File: src/rtl/axi_arbiter.sv
// 2:1 AXI-Lite arbiter: grants whole transactions to one of two masters, one outstanding downstream.
// Define AXI_ARBITER_FIXED_PRIO_EN for fixed priority (master 0 wins); default is round-robin.
module axi_arbiter #(
    parameter int AXI_ADDR_WIDTH = 20,
    parameter int AXI_DATA_WIDTH = 16
) (
    input  logic                        axi_clk,
    input  logic                        axi_resetn,

    // Upstream: two masters, master m in bit m / slice [m*W +: W]
    input  logic [2*AXI_ADDR_WIDTH-1:0] in_axi_awaddr,
    input  logic [1:0]                  in_axi_awvalid,
    output logic [1:0]                  in_axi_awready,
    input  logic [2*AXI_DATA_WIDTH-1:0] in_axi_wdata,
    input  logic [1:0]                  in_axi_wstrb,
    input  logic [1:0]                  in_axi_wvalid,
    output logic [1:0]                  in_axi_wready,
    output logic [1:0]                  in_axi_bresp,
    output logic [1:0]                  in_axi_bvalid,
    input  logic [1:0]                  in_axi_bready,
    input  logic [2*AXI_ADDR_WIDTH-1:0] in_axi_araddr,
    input  logic [1:0]                  in_axi_arvalid,
    output logic [1:0]                  in_axi_arready,
    output logic [AXI_DATA_WIDTH-1:0]   in_axi_rdata,
    output logic [1:0]                  in_axi_rresp,
    output logic [1:0]                  in_axi_rvalid,
    input  logic [1:0]                  in_axi_rready,

    // Downstream: single shared slave
    output logic [AXI_ADDR_WIDTH-1:0]   out_axi_awaddr,
    output logic                        out_axi_awvalid,
    input  logic                        out_axi_awready,
    output logic [AXI_DATA_WIDTH-1:0]   out_axi_wdata,
    output logic                        out_axi_wstrb,
    output logic                        out_axi_wvalid,
    input  logic                        out_axi_wready,
    input  logic [1:0]                  out_axi_bresp,
    input  logic                        out_axi_bvalid,
    output logic                        out_axi_bready,
    output logic [AXI_ADDR_WIDTH-1:0]   out_axi_araddr,
    output logic                        out_axi_arvalid,
    input  logic                        out_axi_arready,
    input  logic [AXI_DATA_WIDTH-1:0]   out_axi_rdata,
    input  logic [1:0]                  out_axi_rresp,
    input  logic                        out_axi_rvalid,
    output logic                        out_axi_rready
);

    localparam int AW = AXI_ADDR_WIDTH;
    localparam int DW = AXI_DATA_WIDTH;

    typedef enum logic [2:0] {
        S_IDLE,
        S_WR_ADDR,
        S_WR_RESP,
        S_RD_ADDR,
        S_RD_RESP
    } state_t;

    state_t          state_q, state_d;
    logic            last_grant_q, last_grant_d;
    logic            grant_q, grant_d;
    logic [AW-1:0]   awaddr_q, awaddr_d;
    logic [AW-1:0]   araddr_q, araddr_d;
    logic [DW-1:0]   wdata_q, wdata_d;
    logic            wstrb_q, wstrb_d;
    logic            awvalid_q, awvalid_d;
    logic            wvalid_q, wvalid_d;
    logic            arvalid_q, arvalid_d;

    logic [1:0]      wreq;
    logic [1:0]      rreq;
    logic [1:0]      req;
    logic            sel;

    // A write needs AW and W together; a lone AW or W is ignored.
    always_comb begin
        wreq = in_axi_awvalid & in_axi_wvalid;
        rreq = in_axi_arvalid;
        req  = wreq | rreq;
`ifdef AXI_ARBITER_FIXED_PRIO_EN
        sel  = ~req[0];
`else
        sel  = req[~last_grant_q] ? ~last_grant_q : last_grant_q;
`endif
    end

    // NOTE: every signal written here gets a default first, so no path can infer a latch.
    always_comb begin
        state_d        = state_q;
        last_grant_d   = last_grant_q;
        grant_d        = grant_q;
        awaddr_d       = awaddr_q;
        araddr_d       = araddr_q;
        wdata_d        = wdata_q;
        wstrb_d        = wstrb_q;
        awvalid_d      = awvalid_q;
        wvalid_d       = wvalid_q;
        arvalid_d      = arvalid_q;
        in_axi_awready = 2'b00;
        in_axi_wready  = 2'b00;
        in_axi_arready = 2'b00;
        in_axi_bvalid  = 2'b00;
        in_axi_rvalid  = 2'b00;
        out_axi_bready = 1'b0;
        out_axi_rready = 1'b0;

        unique case (state_q)
            S_IDLE: begin
                // Accepts are gated by reset so nothing handshakes while reset is held.
                if (axi_resetn && (req != 2'b00)) begin
                    grant_d = sel;
                    if (wreq[sel]) begin
                        in_axi_awready[sel] = 1'b1;
                        in_axi_wready[sel]  = 1'b1;
                        awaddr_d  = sel ? in_axi_awaddr[2*AW-1:AW] : in_axi_awaddr[AW-1:0];
                        wdata_d   = sel ? in_axi_wdata[2*DW-1:DW]  : in_axi_wdata[DW-1:0];
                        wstrb_d   = in_axi_wstrb[sel];
                        awvalid_d = 1'b1;
                        wvalid_d  = 1'b1;
                        state_d   = S_WR_ADDR;
                    end else begin
                        in_axi_arready[sel] = 1'b1;
                        araddr_d  = sel ? in_axi_araddr[2*AW-1:AW] : in_axi_araddr[AW-1:0];
                        arvalid_d = 1'b1;
                        state_d   = S_RD_ADDR;
                    end
                end
            end

            S_WR_ADDR: begin
                awvalid_d = awvalid_q & ~out_axi_awready;
                wvalid_d  = wvalid_q  & ~out_axi_wready;
                if (!awvalid_d && !wvalid_d) begin
                    state_d = S_WR_RESP;
                end
            end

            S_WR_RESP: begin
                in_axi_bvalid[grant_q] = out_axi_bvalid;
                out_axi_bready         = in_axi_bready[grant_q];
                if (out_axi_bvalid && in_axi_bready[grant_q]) begin
                    last_grant_d = grant_q;
                    state_d      = S_IDLE;
                end
            end

            S_RD_ADDR: begin
                if (out_axi_arready) begin
                    arvalid_d = 1'b0;
                    state_d   = S_RD_RESP;
                end
            end

            S_RD_RESP: begin
                in_axi_rvalid[grant_q] = out_axi_rvalid;
                out_axi_rready         = in_axi_rready[grant_q];
                if (out_axi_rvalid && in_axi_rready[grant_q]) begin
                    last_grant_d = grant_q;
                    state_d      = S_IDLE;
                end
            end

            default: state_d = S_IDLE;
        endcase
    end

    // NOTE: state registers use non-blocking assignments so all flops update from pre-edge values.
    always_ff @(posedge axi_clk) begin
        if (!axi_resetn) begin
            state_q      <= S_IDLE;
            last_grant_q <= 1'b1;
            grant_q      <= 1'b0;
            awaddr_q     <= '0;
            araddr_q     <= '0;
            wdata_q      <= '0;
            wstrb_q      <= 1'b0;
            awvalid_q    <= 1'b0;
            wvalid_q     <= 1'b0;
            arvalid_q    <= 1'b0;
        end else begin
            state_q      <= state_d;
            last_grant_q <= last_grant_d;
            grant_q      <= grant_d;
            awaddr_q     <= awaddr_d;
            araddr_q     <= araddr_d;
            wdata_q      <= wdata_d;
            wstrb_q      <= wstrb_d;
            awvalid_q    <= awvalid_d;
            wvalid_q     <= wvalid_d;
            arvalid_q    <= arvalid_d;
        end
    end

    assign out_axi_awaddr  = awaddr_q;
    assign out_axi_awvalid = awvalid_q;
    assign out_axi_wdata   = wdata_q;
    assign out_axi_wstrb   = wstrb_q;
    assign out_axi_wvalid  = wvalid_q;
    assign out_axi_araddr  = araddr_q;
    assign out_axi_arvalid = arvalid_q;

    // Response payloads are broadcast; only the granted master sees valid.
    assign in_axi_bresp = out_axi_bresp;
    assign in_axi_rresp = out_axi_rresp;
    assign in_axi_rdata = out_axi_rdata;

endmodule

File: config.mk
export PLATFORM = sky130hd
export DESIGN_NAME = axi_arbiter
export DESIGN_NICKNAME = d
export VERILOG_FILES = /design/src/rtl/axi_arbiter.sv
export SDC_FILE = /design/constraint.sdc
export NUM_CORES = 1
export LEC_CHECK = 0
export CORE_ASPECT_RATIO = 1.75
export CORE_MARGIN = 2
export CORE_UTILIZATION = 34
export CTS_CLUSTER_SIZE = 8
export DETAILED_ROUTE_END_ITERATION = 8
export GPL_TIMING_DRIVEN = 0
export PLACE_DENSITY = 0.88
export SKIP_LAST_GASP = 1
export SYNTH_ARGS = -nofsm -noshare
export SYNTH_HDL_FRONTEND = slang
export SYNTH_SLANG_ARGS = --single-unit
File: constraint.sdc
create_clock -name axi_clk -period 2.17 [get_ports axi_clk]
set_clock_uncertainty 0.15 [all_clocks]
set_input_delay 0.217 -clock axi_clk [delete_from_list [all_inputs] [get_ports axi_clk]]
set_output_delay 0.217 -clock axi_clk [all_outputs]
set_load 0.01 [all_outputs]
# Yosys cells after proc, flatten, opt, wreduce, memory -nomap -nowiden
# Index checks and enable logic that the tools add are counted.
totals:
  ff_bits: 65
  inputBits: 151
  out_inout_bits: 92
  word_cells: 102
classes:
  n_reduce_logical: 20
  order_cmp: 5
  n_mux: 46
  bitwise_logic: 10
  eq_ne: 11
op_table:
  columns: ["operator", "count"]
  rows:
  - ["20-bit two-way mux", 2]
  - ["1-bit two-way mux", 22]
  - ["2-bit two-way mux", 9]
  - ["16-bit two-way mux", 1]
  - ["3-bit two-way mux", 5]
  - ["3-bit one-hot mux with 5 select lines", 1]
  - ["2-bit inequality test (second input constant)", 7]
  - ["3-bit AND reduction", 4]
  - ["1-bit one-hot mux with 2 select lines", 4]
  - ["2-bit nonzero test", 4]
  - ["2-bit bitwise AND", 3]
  - ["3-bit by 2-bit equality test with 1-bit output (second input constant)", 2]
  - ["1-bit logical AND", 6]
  - ["1-bit by 2-bit less-than comparator with 1-bit output (second input constant)", 3]
  - ["5-bit AND reduction", 1]
  - ["1-bit inverter", 4]
  - ["4-bit AND reduction", 1]
  - ["3-bit by 1-bit equality test with 1-bit output (second input constant)", 1]
  - ["3-bit equality test (second input constant)", 1]
  - ["3-bit zero test", 1]
  - ["1-bit bitwise AND", 2]
  - ["1-bit demux with 1-bit select", 2]
  - ["1-bit >= comparator (second input constant)", 2]
  - ["1-bit zero test", 2]
  - ["2 further kinds", 2]

# Logic depth before layout (Yosys ltp)
depth:
  ltp_word: 12
  depth_mapped: 8
  ltp_nobuf: 5

# Worst setup path after synthesis
# OpenSTA, ideal clock, no wires.
synth_path:
  path_kind: "flip-flop to output port"
  start: "register state_q[1]"
  end: "output port in_axi_wready[0]"
  path_stages_with_launch: 9
  path_slack_ps: 273
  t_required_ps: 1803
  t_arrival_ps: 1530
  path_buffers: 4
  path_cell_list: "dfxtp_1 buf_6 nor3_4 nand2_2 nor3_2 buf_4 buf_6 and2_1 buf_4"
synth_between:
  elab_chain_cells: 2
synth_lines:
  columns: ["element", "line_no", "source"]
  rows:
  - ["from (decl)", "60", "state_t state_q, state_d;"]
  - ["from (signal assigned)", "182", "state_q <= state_d;"]
  - ["3-bit zero test", null, null]
  - ["2-bit two-way mux", null, null]
  - ["to (decl)", "17", "output logic [1:0] in_axi_wready,"]
# Every way passes these cells.

# Worst setup path after layout
layout_path:
  start: "input port in_axi_awvalid[0]"
  end: "register araddr_q[18] (netlist: out_axi_araddr[18])"
layout_between:
  elab_chain_cells: 9
  elab_cells_between_ends: 12
  classes_between: "6 x mux; 3 x bitwise; 3 x reduce/logical"
layout_lines:
  columns: ["element", "line_no", "source"]
  rows:
  - ["from (decl)", "12", "input logic [1:0] in_axi_awvalid,"]
  - ["2-bit bitwise AND *", "78", "wreq = in_axi_awvalid & in_axi_wvalid;"]
  - ["2-bit OR", "80", "req = wreq | rreq;"]
  - ["1-bit two-way mux (implied by the code) (2 in series)", "84", "sel = req[~last_grant_q] ? ~last_grant_q : last_grant_q;"]
  - ["1-bit two-way mux", "84", null]
  - ["1-bit two-way mux (implied by the code) (2 in series)", "113", "if (wreq[sel]) begin"]
  - ["1-bit inverter (no source line)", null, null]
  - ["3-bit AND reduction (no source line)", null, null]
  - ["to (signal assigned)", "186", "araddr_q <= araddr_d;"]
  - ["to (decl)", "64", "logic [AW-1:0] araddr_q, araddr_d;"]
# Every way passes the cells marked *; elsewhere a longest branch is shown, timed or not. The select of a mux whose other input is x is not followed.
# A chain may end at the register's enable or synchronous reset.

==> results.yml <==
yosys:
  synth_warnings: 0
  netlist_top_cells_count: "65 x dfxtp_1, 58 x mux2i_1, 51 x o21ai_0"
  synth_top_area_cell: "dfxtp_1"
  yosysUniqueCellTypes: 35
  synth_nets: 513
  async_reset_ff_share_pct: 0
  seq_area_frac_synth_pct: 39.8
  yosysMostFrequentCell: "dfxtp_1"
  syn_inst: 362
  synth_area_per_cell_um2: 9.03
  synth-edff-count: 0
  netlist_top_cells_area: "dfxtp_1 40%, mux2i_1 18%, o21ai_0 7.8%"
  synth_top_area_share_pct: 39.8
  syn_area_um2: 3270
  synth_seq_cells: 65
  synth_flop_cell: "dfxtp_1"
power_and_ir_drop:
  powerDensity_nw_per_um2: 715
  vdd_drop_max_uv: 502
  p_clk_share_pct: 34.2
  switching_share_pct: 28.0
  pwr-share-seq_pct: 32.4
  power_frac_comb_pct: 33.4
  power_leakage_nw: 2.60
  p_switching_mw: 1.24
  p_int_mw: 3.18
setup_path:
  r2r_end: "out_axi_araddr[18]"
  end_kind: "flop"
  cp-start-kind: "input pin"
  r2r_slack_ns: 0.10
  worstPathArrival_ns: 2.18
  crit_chain: "clkdlybuf4s50_1, and2_4, o21ai_2, o31ai_2, buf_4, buf_4, buf_8, buf_8, mux2i_1, a21oi_1"
  rr_startpoint: "last_grant_q"
  reg2reg_depth: 7
  required_ns: 2.22
  critPathSlowestCell: "clkdlybuf4s50_1"
  cp_max_fo: 13
  critical_path_class: "in2reg"
  critPathMaxStageDelay_ns: 0.53
  endpoint: "out_axi_araddr[18]"
  crit_start: "in_axi_awvalid[0]"
route:
  wire_per_inst_um: 17.1
  drtAntennaViolNets: 0
  vias_per_cell: 5.10
  drt_pass1_iterations: 4
  dr_total_vias: 3732
  drc: 0
  wirelength_um: 12500
  dr.first_iter.drc_count: 129
cts:
  tritoncts: "yes"
  clkTransAtPathRegs_ns: 0.05
  clock_path_buffers: 2
  cts_buffers: 9
  root_buffer: "clkbuf_16"
  clock_sinks: 65
  clock_latency_ns: 0.33
  h-tree-depth: 3
hold_path:
  hold_class: "reg2reg"
final_layout:
  nFillCells: 779
  fin_util_pct: 65.6
  stdcell_area_um2: 6180
  fin_nets: 757
  drive_gt1_share_pct: 17.7
  antenna_cells: 0
  syn_to_final_growth_pct: 89.0
timing:
  finalCritPeriodShare_pct: 98.5
  rsz0062_at_grt: "yes"
  hold_slack_ns: 0.329
  setup_violations: 0
  maxSlewHeadroom_pct: 63.6
  hold_viol: 0
  fmax_mhz: 468
  min_period_ns: 2.14
  worst_slew_pin_slew_ns: 0.546
  drv_slew: 0
placed_design:
  dpl_cell_area_um2: 5640
  dp_hpwl_um: 9530
  port_buffers: 222
  gp_congestion: 0.839
global_route:
  grt_pass1_wl_um: 18600
  grt_pass1_vias: 3730
  antenna_found_initial: 0
  global_route.usage.total_pct: 22.9
  gr-total-overflow: 0
  grt_start_max_net_pins: 14
flow_run:
  cap_viol_max_count: 0
die:
  die_y_um: 134
  die_w_um: 78.1
  initial_utilization_pct: 34.7
  die_area_um2: 10400
  ios: 243
  rows: 47
  core_area_um2: 9410
status:
  outcome: "finished, final reports clean"
critical path, delay by kind of cell:
| kind | cells | cell delay, ns |
|---|---|---|
| buffers and inverters | 5 | 1.25 |
| and+or+nand+nor | 1 | 0.19 |
| muxes | 1 | 0.28 |
| AOI/OAI and AO/OA | 3 | 0.24 |
flip-flops by register name, summed over array words and instances (netlist names):
| name | flops |
|---|---|
| grant_q | 1 |
| out_axi_wstrb | 1 |
| out_axi_awaddr | 20 |
| out_axi_arvalid | 1 |
| out_axi_wvalid | 1 |
| state_q | 3 |
| last_grant_q | 1 |
| out_axi_araddr | 20 |
| out_axi_awvalid | 1 |
| out_axi_wdata | 16 |
stage by stage:
step | setup WS (ns) | total power [mW] | setup TNS, ns | instances
6_report | 0.0320 | 4.42 | 0 | 732
5_1_grt | -0.0132 | 4.61 | -0.0152 | 732
4_1_cts | -0.124 | 4.34 | -1.94 | 725
3_5_place_dp | -0.711 | 2.80 | -5.24 | 706
3_3_place_gp | -0.678 | 2.76 | -3.95 | 706
2_1_floorplan | 0.273 | 2.08 | 0 | 362
final cells by class:
cell class / count / area (um2) / share of cell area, %
Sequential cell: 65 / 1310 / 21.2
Clock inverter: 2 / 35.0 / 0.567
Multi-Input combinational cell: 240 / 1690 / 27.4
Buffer: 47 / 342 / 5.53
Inverter: 6 / 22.5 / 0.365
Tap cell: 122 / 153 / 2.47
Timing Repair Buffer: 237 / 2340 / 37.9
Clock buffer: 13 / 280 / 4.54
layer usage:
layer | global-route usage, % | routed length [um] | vias up
met3 | 6.71 | 752 | 41
li1 | - | - | 1762
met5 | 0 | 0 | -
met1 | 21.8 | 4290 | 1729
met4 | 11.3 | 507 | 0
met2 | 43.5 | 6950 | 200
power groups by stage:
stage | combinational (mW) | sequential [mW] | clock, mW
after floorplan | 0.592 | 1.49 | 0
after global placement | 1.33 | 1.43 | 0
after detailed placement | 1.37 | 1.44 | 0
after CTS | 1.39 | 1.43 | 1.52
after global routing | 1.57 | 1.45 | 1.59
final | 1.48 | 1.43 | 1.51
cell families after synthesis:
kind of cell / count (synthesis) / synth area share [%]
AO/OA/AOI/OAI: 139 / 24.1
buffers and inverters: 57 / 11.0
flip-flops: 65 / 39.8
multiplexers: 59 / 18.1
AND/OR/NAND/NOR: 42 / 6.97
worst min path at each step:
stage	from	to	slack, ns	cells past startpoint
floorplan	in_axi_awaddr[20]	out_axi_awaddr[0]	0.26	2
global placement	out_axi_wvalid	out_axi_wvalid	0.32	2
detailed placement	out_axi_awvalid	out_axi_awvalid	0.32	2
CTS	out_axi_awvalid	out_axi_awvalid	0.33	2
global route	out_axi_awvalid	out_axi_awvalid	0.35	2
finish	out_axi_awvalid	out_axi_awvalid	0.33	2
timing repair:
| action | CTS | global route |
|---|---|---|
| buffers inserted | 7 | 8 |
| pin swaps | 2 | 3 |
| endpoints found under the setup margin | 12 | 60 |
| gates resized for setup | 32 | 30 |
| hold buffers | 0 | 0 |
cells in the final DEF, fill, tap and decap left out, drive strengths merged, types with 2 or more instances in the layout:
cell type and n:
nand2 11, clkdlybuf4s50 211, clkbuf 25, a21boi 4, clkdlybuf4s15 3, dfxtp 65
o211ai 2, and2 4, mux2i 58, inv 6, nor4 5, nand3 6
nor3 6, nor2 5, nor2b 2, a21oi 62, dlymetal6s2s 2, dlygate4sd2 4
o21ai 63, buf 52
No activity file was read; power rests on OpenSTA's default activity.
